File: src/rtl/arp_resolve_client.sv
// arp_resolve_client: resolves one IPv4 address at a time to a MAC through the
// network layer's ARP cache. On a miss it triggers an ARP request, backs off and
// re-queries until it gets a hit or runs out of retries.
module arp_resolve_client #(
    parameter int unsigned RETRY_MAX   = 3,
    parameter int unsigned WAIT_CYCLES = 200000
) (
    input  logic        logic_clk,
    input  logic        logic_rst,
    input  logic [31:0] req_ip_in,
    input  logic        req_valid_in,
    output logic        req_ready_out,
    output logic [47:0] rsp_mac_out,
    output logic        rsp_err_out,
    output logic        rsp_valid_out,
    input  logic        rsp_ready_in,
    output logic [31:0] arp_query_ip_out,
    output logic        arp_query_valid_out,
    input  logic        arp_query_ready_in,
    input  logic [47:0] arp_response_mac_in,
    input  logic        arp_response_valid_in,
    input  logic        arp_response_err_in,
    output logic        arp_response_ready_out,
    output logic [31:0] trig_arp_ip_out,
    output logic        trig_arp_qvalid_out,
    input  logic        trig_arp_qready_in
);

    localparam int unsigned RETRY_W = (RETRY_MAX > 0) ? $clog2(RETRY_MAX + 1) : 1;
    localparam int unsigned TIMER_W = $clog2(WAIT_CYCLES);
    localparam logic [RETRY_W-1:0] RETRY_LAST = RETRY_W'(RETRY_MAX);
    localparam logic [TIMER_W-1:0] TIMER_LAST = TIMER_W'(WAIT_CYCLES - 1);

    typedef enum logic [2:0] {
        S_IDLE,
        S_QUERY,
        S_WAIT_RSP,
        S_TRIGGER,
        S_BACKOFF,
        S_DONE
    } state_t;

    state_t             state;
    state_t             state_nxt;
    logic [31:0]        ip_q;
    logic [47:0]        mac_q;
    logic               err_q;
    logic [RETRY_W-1:0] retry_cnt;
    logic [TIMER_W-1:0] timer;

    logic timer_done;
    logic retries_spent;
    logic rsp_hit;
    logic rsp_miss;

    assign timer_done    = (timer == TIMER_LAST);
    assign retries_spent = (retry_cnt == RETRY_LAST);
    // A response in the same cycle as watchdog expiry takes priority.
    assign rsp_hit       = arp_response_valid_in && !arp_response_err_in;
    assign rsp_miss      = arp_response_valid_in ? arp_response_err_in : timer_done;

    assign rsp_mac_out      = mac_q;
    assign rsp_err_out      = err_q;
    assign arp_query_ip_out = ip_q;
    assign trig_arp_ip_out  = ip_q;

    // State register.
    always_ff @(posedge logic_clk) begin
        if (logic_rst) begin
            state <= S_IDLE;
        end else begin
            state <= state_nxt;
        end
    end

    // Next-state decode.
    always_comb begin
        state_nxt = state;
        case (state)
            S_IDLE: begin
                if (req_valid_in) state_nxt = S_QUERY;
            end
            S_QUERY: begin
                if (arp_query_ready_in) state_nxt = S_WAIT_RSP;
            end
            S_WAIT_RSP: begin
                if (rsp_hit) begin
                    state_nxt = S_DONE;
                end else if (rsp_miss) begin
                    state_nxt = retries_spent ? S_DONE : S_TRIGGER;
                end
            end
            S_TRIGGER: begin
                if (trig_arp_qready_in) state_nxt = S_BACKOFF;
            end
            S_BACKOFF: begin
                if (timer_done) state_nxt = S_QUERY;
            end
            S_DONE: begin
                if (rsp_ready_in) state_nxt = S_IDLE;
            end
            default: state_nxt = S_IDLE;
        endcase
    end

    // Handshake flags registered from the next state; datapath registers and counters.
    always_ff @(posedge logic_clk) begin
        if (logic_rst) begin
            req_ready_out          <= 1'b1;
            arp_query_valid_out    <= 1'b0;
            arp_response_ready_out <= 1'b0;
            trig_arp_qvalid_out    <= 1'b0;
            rsp_valid_out          <= 1'b0;
            ip_q                   <= '0;
            mac_q                  <= '0;
            err_q                  <= 1'b0;
            retry_cnt              <= '0;
            timer                  <= '0;
        end else begin
            req_ready_out          <= (state_nxt == S_IDLE);
            arp_query_valid_out    <= (state_nxt == S_QUERY);
            arp_response_ready_out <= (state_nxt == S_WAIT_RSP);
            trig_arp_qvalid_out    <= (state_nxt == S_TRIGGER);
            rsp_valid_out          <= (state_nxt == S_DONE);
            case (state)
                S_IDLE: begin
                    if (req_valid_in) begin
                        ip_q      <= req_ip_in;
                        retry_cnt <= '0;
                    end
                end
                S_QUERY: begin
                    if (arp_query_ready_in) timer <= '0;
                end
                S_WAIT_RSP: begin
                    if (!timer_done) timer <= timer + TIMER_W'(1);
                    if (rsp_hit) begin
                        mac_q <= arp_response_mac_in;
                        err_q <= 1'b0;
                    end else if (rsp_miss && retries_spent) begin
                        mac_q <= '0;
                        err_q <= 1'b1;
                    end
                end
                S_TRIGGER: begin
                    if (trig_arp_qready_in) begin
                        if (!retries_spent) retry_cnt <= retry_cnt + RETRY_W'(1);
                        timer <= '0;
                    end
                end
                S_BACKOFF: begin
                    if (!timer_done) timer <= timer + TIMER_W'(1);
                end
                default: ;
            endcase
        end
    end

endmodule

File: config.mk
export PLATFORM = sky130hd
export DESIGN_NAME = arp_resolve_client
export DESIGN_NICKNAME = d
export VERILOG_FILES = /design/src/rtl/arp_resolve_client.sv
export SDC_FILE = /design/constraint.sdc
export NUM_CORES = 1
export LEC_CHECK = 0
export BUFFER_PORTS_ARGS = -buffer_cell sky130_fd_sc_hd__clkbuf_2
export CAP_MARGIN = 10
export CORE_UTILIZATION = 45
export CTS_BUF_LIST = sky130_fd_sc_hd__clkbuf_4 sky130_fd_sc_hd__clkbuf_8
export CTS_CLUSTER_SIZE = 16
export DETAILED_ROUTE_END_ITERATION = 6
export GPL_ROUTABILITY_DRIVEN = 0
export PLACE_DENSITY_LB_ADDON = 0.1
export SETUP_SLACK_MARGIN = 0.1
export SKIP_LAST_GASP = 1
export SLEW_MARGIN = 10
export SYNTH_ARGS = -nofsm -noshare
export SYNTH_HDL_FRONTEND = slang
export SYNTH_SLANG_ARGS = --single-unit
File: constraint.sdc
create_clock -name logic_clk -period 2.45 [get_ports logic_clk]
set_input_delay 0.1225 -clock logic_clk [delete_from_list [all_inputs] [get_ports logic_clk]]
set_output_delay 0.1225 -clock logic_clk [all_outputs]
set_load 0.005 [all_outputs]
==> flow_summary.toml <==
[outcome]
status = "finished, final reports clean"

[sta]
tns_ns = 0
worst_pin_slew_ns = 0.704
maxSlewViolCount = 0
period_share_pct = 82.3
setup-violations-final = 0
max_freq_mhz = 496
hold_violations = 0
relSlewSlack_pct = 53.1
rsz0062_at_grt = "no"
post-route-min-period_ns = 2.02
skew_ns = 0.0183

[setup_path]
reg2reg_to = "rsp_mac_out[37]"
rr_startpoint = "timer[12]"
crit_start = "timer[12]"
reg2regPathDepth = 6
worstPathArrival_ns = 2.29
cp-end-kind = "flip-flop"
endpoint = "rsp_mac_out[37]"
path_class = "flip-flop to flip-flop"
cp-start-kind = "flip-flop"
rrSetupSlack_ns = 0.43
required_ns = 2.73
worst-path-max-fanout = 28

[die]
rows = 35
core_area_sq_mm = 0.00937
die_area_sq_mm = 0.0102
floorplan.initialDensity_pct = 47.2
die_h_um = 101
pin_count = 206
die_w_um = 101

[drt]
vias = 4199
via_per_inst = 4.98
ant_nets = 0
dr.first_iter.drc_count = 136
dr.pass1.iters = 6
wirelength_mm = 12.1
drc_errors = 0
wire_per_inst_um = 14.4

[power]
ir_drop_mv = 0.370
cellPowerDensity_mw_per_mm2 = 587
cellLeakagePower_nw = 2.88

[clock_tree]
cts_tree = "done"
ctsLongestPathBuffers = 2
cts.sinks = 109
clk_pin_slew_ns = 0.11
clk_latency_ns = 0.38
postCtsSetupBuffers = 0
htree_levels = 3
clockRootBuffer = "clkbuf_8"
cts_made_buffers = 9

[yosys]
synth_fp_nets = 555
yosysWarnings = 0
yosysMostFrequentCell = "dfxtp_1"
synth_top_area_share_pct = 49.3
synth_area_leaders = "dfxtp_1 49%, a22o_1 9.5%, nand2_1 6.2%"
ys_seq_elements = 109
ys_types = 51
synth_area_sq_mm = 0.00442
synth_top_cell_by_area = "dfxtp_1"
ys_async_sr_fraction_pct = 0
synth_cells = 465
ys_seq_area_share_pct = 49.3
ys.flop_type = "dfxtp_1"
synth_area_per_cell_sq_um = 9.51
synth-edff-count = 0
synthTopCellsByCount = "109 x dfxtp_1, 73 x nand2_1, 48 x a22o_1"

[global_route]
grt_pass1_vias = 4066
grt-ovfl-total = 0
grt_max_degree = 49
antenna_found_initial = 0
grt_use_total_pct = 23.5
grt_pass1_wl_mm = 19.0

[cells_and_area]
area_growth_pct = 43.1
fill_cells = 757
nNetsFinal = 799
fin_area_sq_mm = 0.00633
drive_gt1_share_pct = 34.0
diodes = 0

[place]
postPlaceCellArea_sq_mm = 0.00531
portBuffers = 205
place_hpwl_mm = 7.92

[min_path]
holdCritPathClass = "input pin to flip-flop"

[flow_run]
maxCapViolations = 0
metal layers:
| metal | vias to the layer above | share of wire (%) | track usage [%] |
|---|---|---|---|
| met5 | - | 0 | 0 |
| li1 | 2086 | - | - |
| met3 | 24 | 5.8 | 5.04 |
| met4 | 0 | 1.9 | 9.03 |
| met2 | 162 | 49 | 41.3 |
| met1 | 1927 | 43 | 28.3 |
logic make-up (layout without fill, tap and decap cells):
family          count (synthesis)  after routing  share of synthesized area, %
xor+xnor                       17             17                          3.37
compound gates                112            112                          19.1
buf+inv                        67            316                          9.56
simple gates                  157            157                          17.9
fa+ha+maj                       2              2                         0.566
flops                         109            109                          49.3
mux                             1              1                         0.226
worst min path at each step:
stage | cells past startpoint | end | start | slack (ns)
after floorplan | 1 | rsp_mac_out[10] | arp_response_mac_in[10] | 0.26
after global placement | 2 | rsp_mac_out[29] | arp_response_mac_in[29] | 0.34
after detailed placement | 2 | rsp_mac_out[39] | arp_response_mac_in[39] | 0.34
after CTS | 3 | rsp_err_out | arp_response_err_in | 0.09
after global routing | 3 | rsp_err_out | arp_response_err_in | 0.13
final | 3 | rsp_err_out | arp_response_err_in | 0.08
sequential cells by signal, summed over array words and instances, names as in the netlist:
name / count
req_ready_out: 1
arp_query_ip_out: 32
rsp_err_out: 1
timer: 18
rsp_valid_out: 1
state: 3
rsp_mac_out: 48
retry_cnt: 2
trig_arp_qvalid_out: 1
arp_response_ready_out: 1
arp_query_valid_out: 1
critical path, stage by stage (launching register included):
cell and delay (ns):
dfxtp_1 0.36, nor4_2 0.33, nand3_1 0.32, o41ai_4 0.41, nor2_4 0.05, buf_4 0.24, a22o_1 0.22
per-stage QoR:
stage | std cells | hold slack (ns) | setup slack, ns | util, % | power, mW
after floorplan | 465 | 0.255 | 0.593 | - | 2.31
after global placement | 747 | 0.339 | 0.344 | 56.7 | 2.50
after detailed placement | 747 | 0.343 | 0.239 | 56.7 | 2.51
after CTS | 843 | 0.0871 | 0.244 | 67.5 | 3.73
after global routing | 843 | 0.130 | 0.286 | 67.5 | 3.89
final | 843 | 0.0832 | 0.435 | 67.5 | 3.71
area by class of cell:
type                       count  area (sq um)  area share, %
clock inverter                 6          80.1           1.27
timing repair buffer         295          1910           30.2
sequential                   109          2180           34.5
multi-input combinational    289          1840           29.1
inverter                       5          18.8          0.297
tap                          129           161           2.55
clock buffer                  10           131           2.08
layout by cell type, fill, tap and decap left out, drive strengths merged, types with 5 or more instances in the layout:
master / n
clkbuf: 215
dfxtp: 109
dlygate4sd3: 80
nand2: 73
a22o: 48
a21oi: 40
nor2: 22
nand3: 14
nand2b: 10
buf: 10
xnor2: 9
nor3: 9
xor2: 8
inv: 7
o21ai: 5
report_power, final:
group          total [mW]  switching (mW)  internal [mW]
clock network        1.14           0.634          0.502
logic               0.663           0.332          0.330
registers            1.91          0.0638           1.85
total                3.71            1.03           2.68
repair_timing:
item,4_1_cts,5_1_grt
hold endpoints to repair,80,0
gates resized for setup,0,1
endpoints found under the setup margin,0,1
hold buffers,80,0
(Power assumes the default switching activity.)
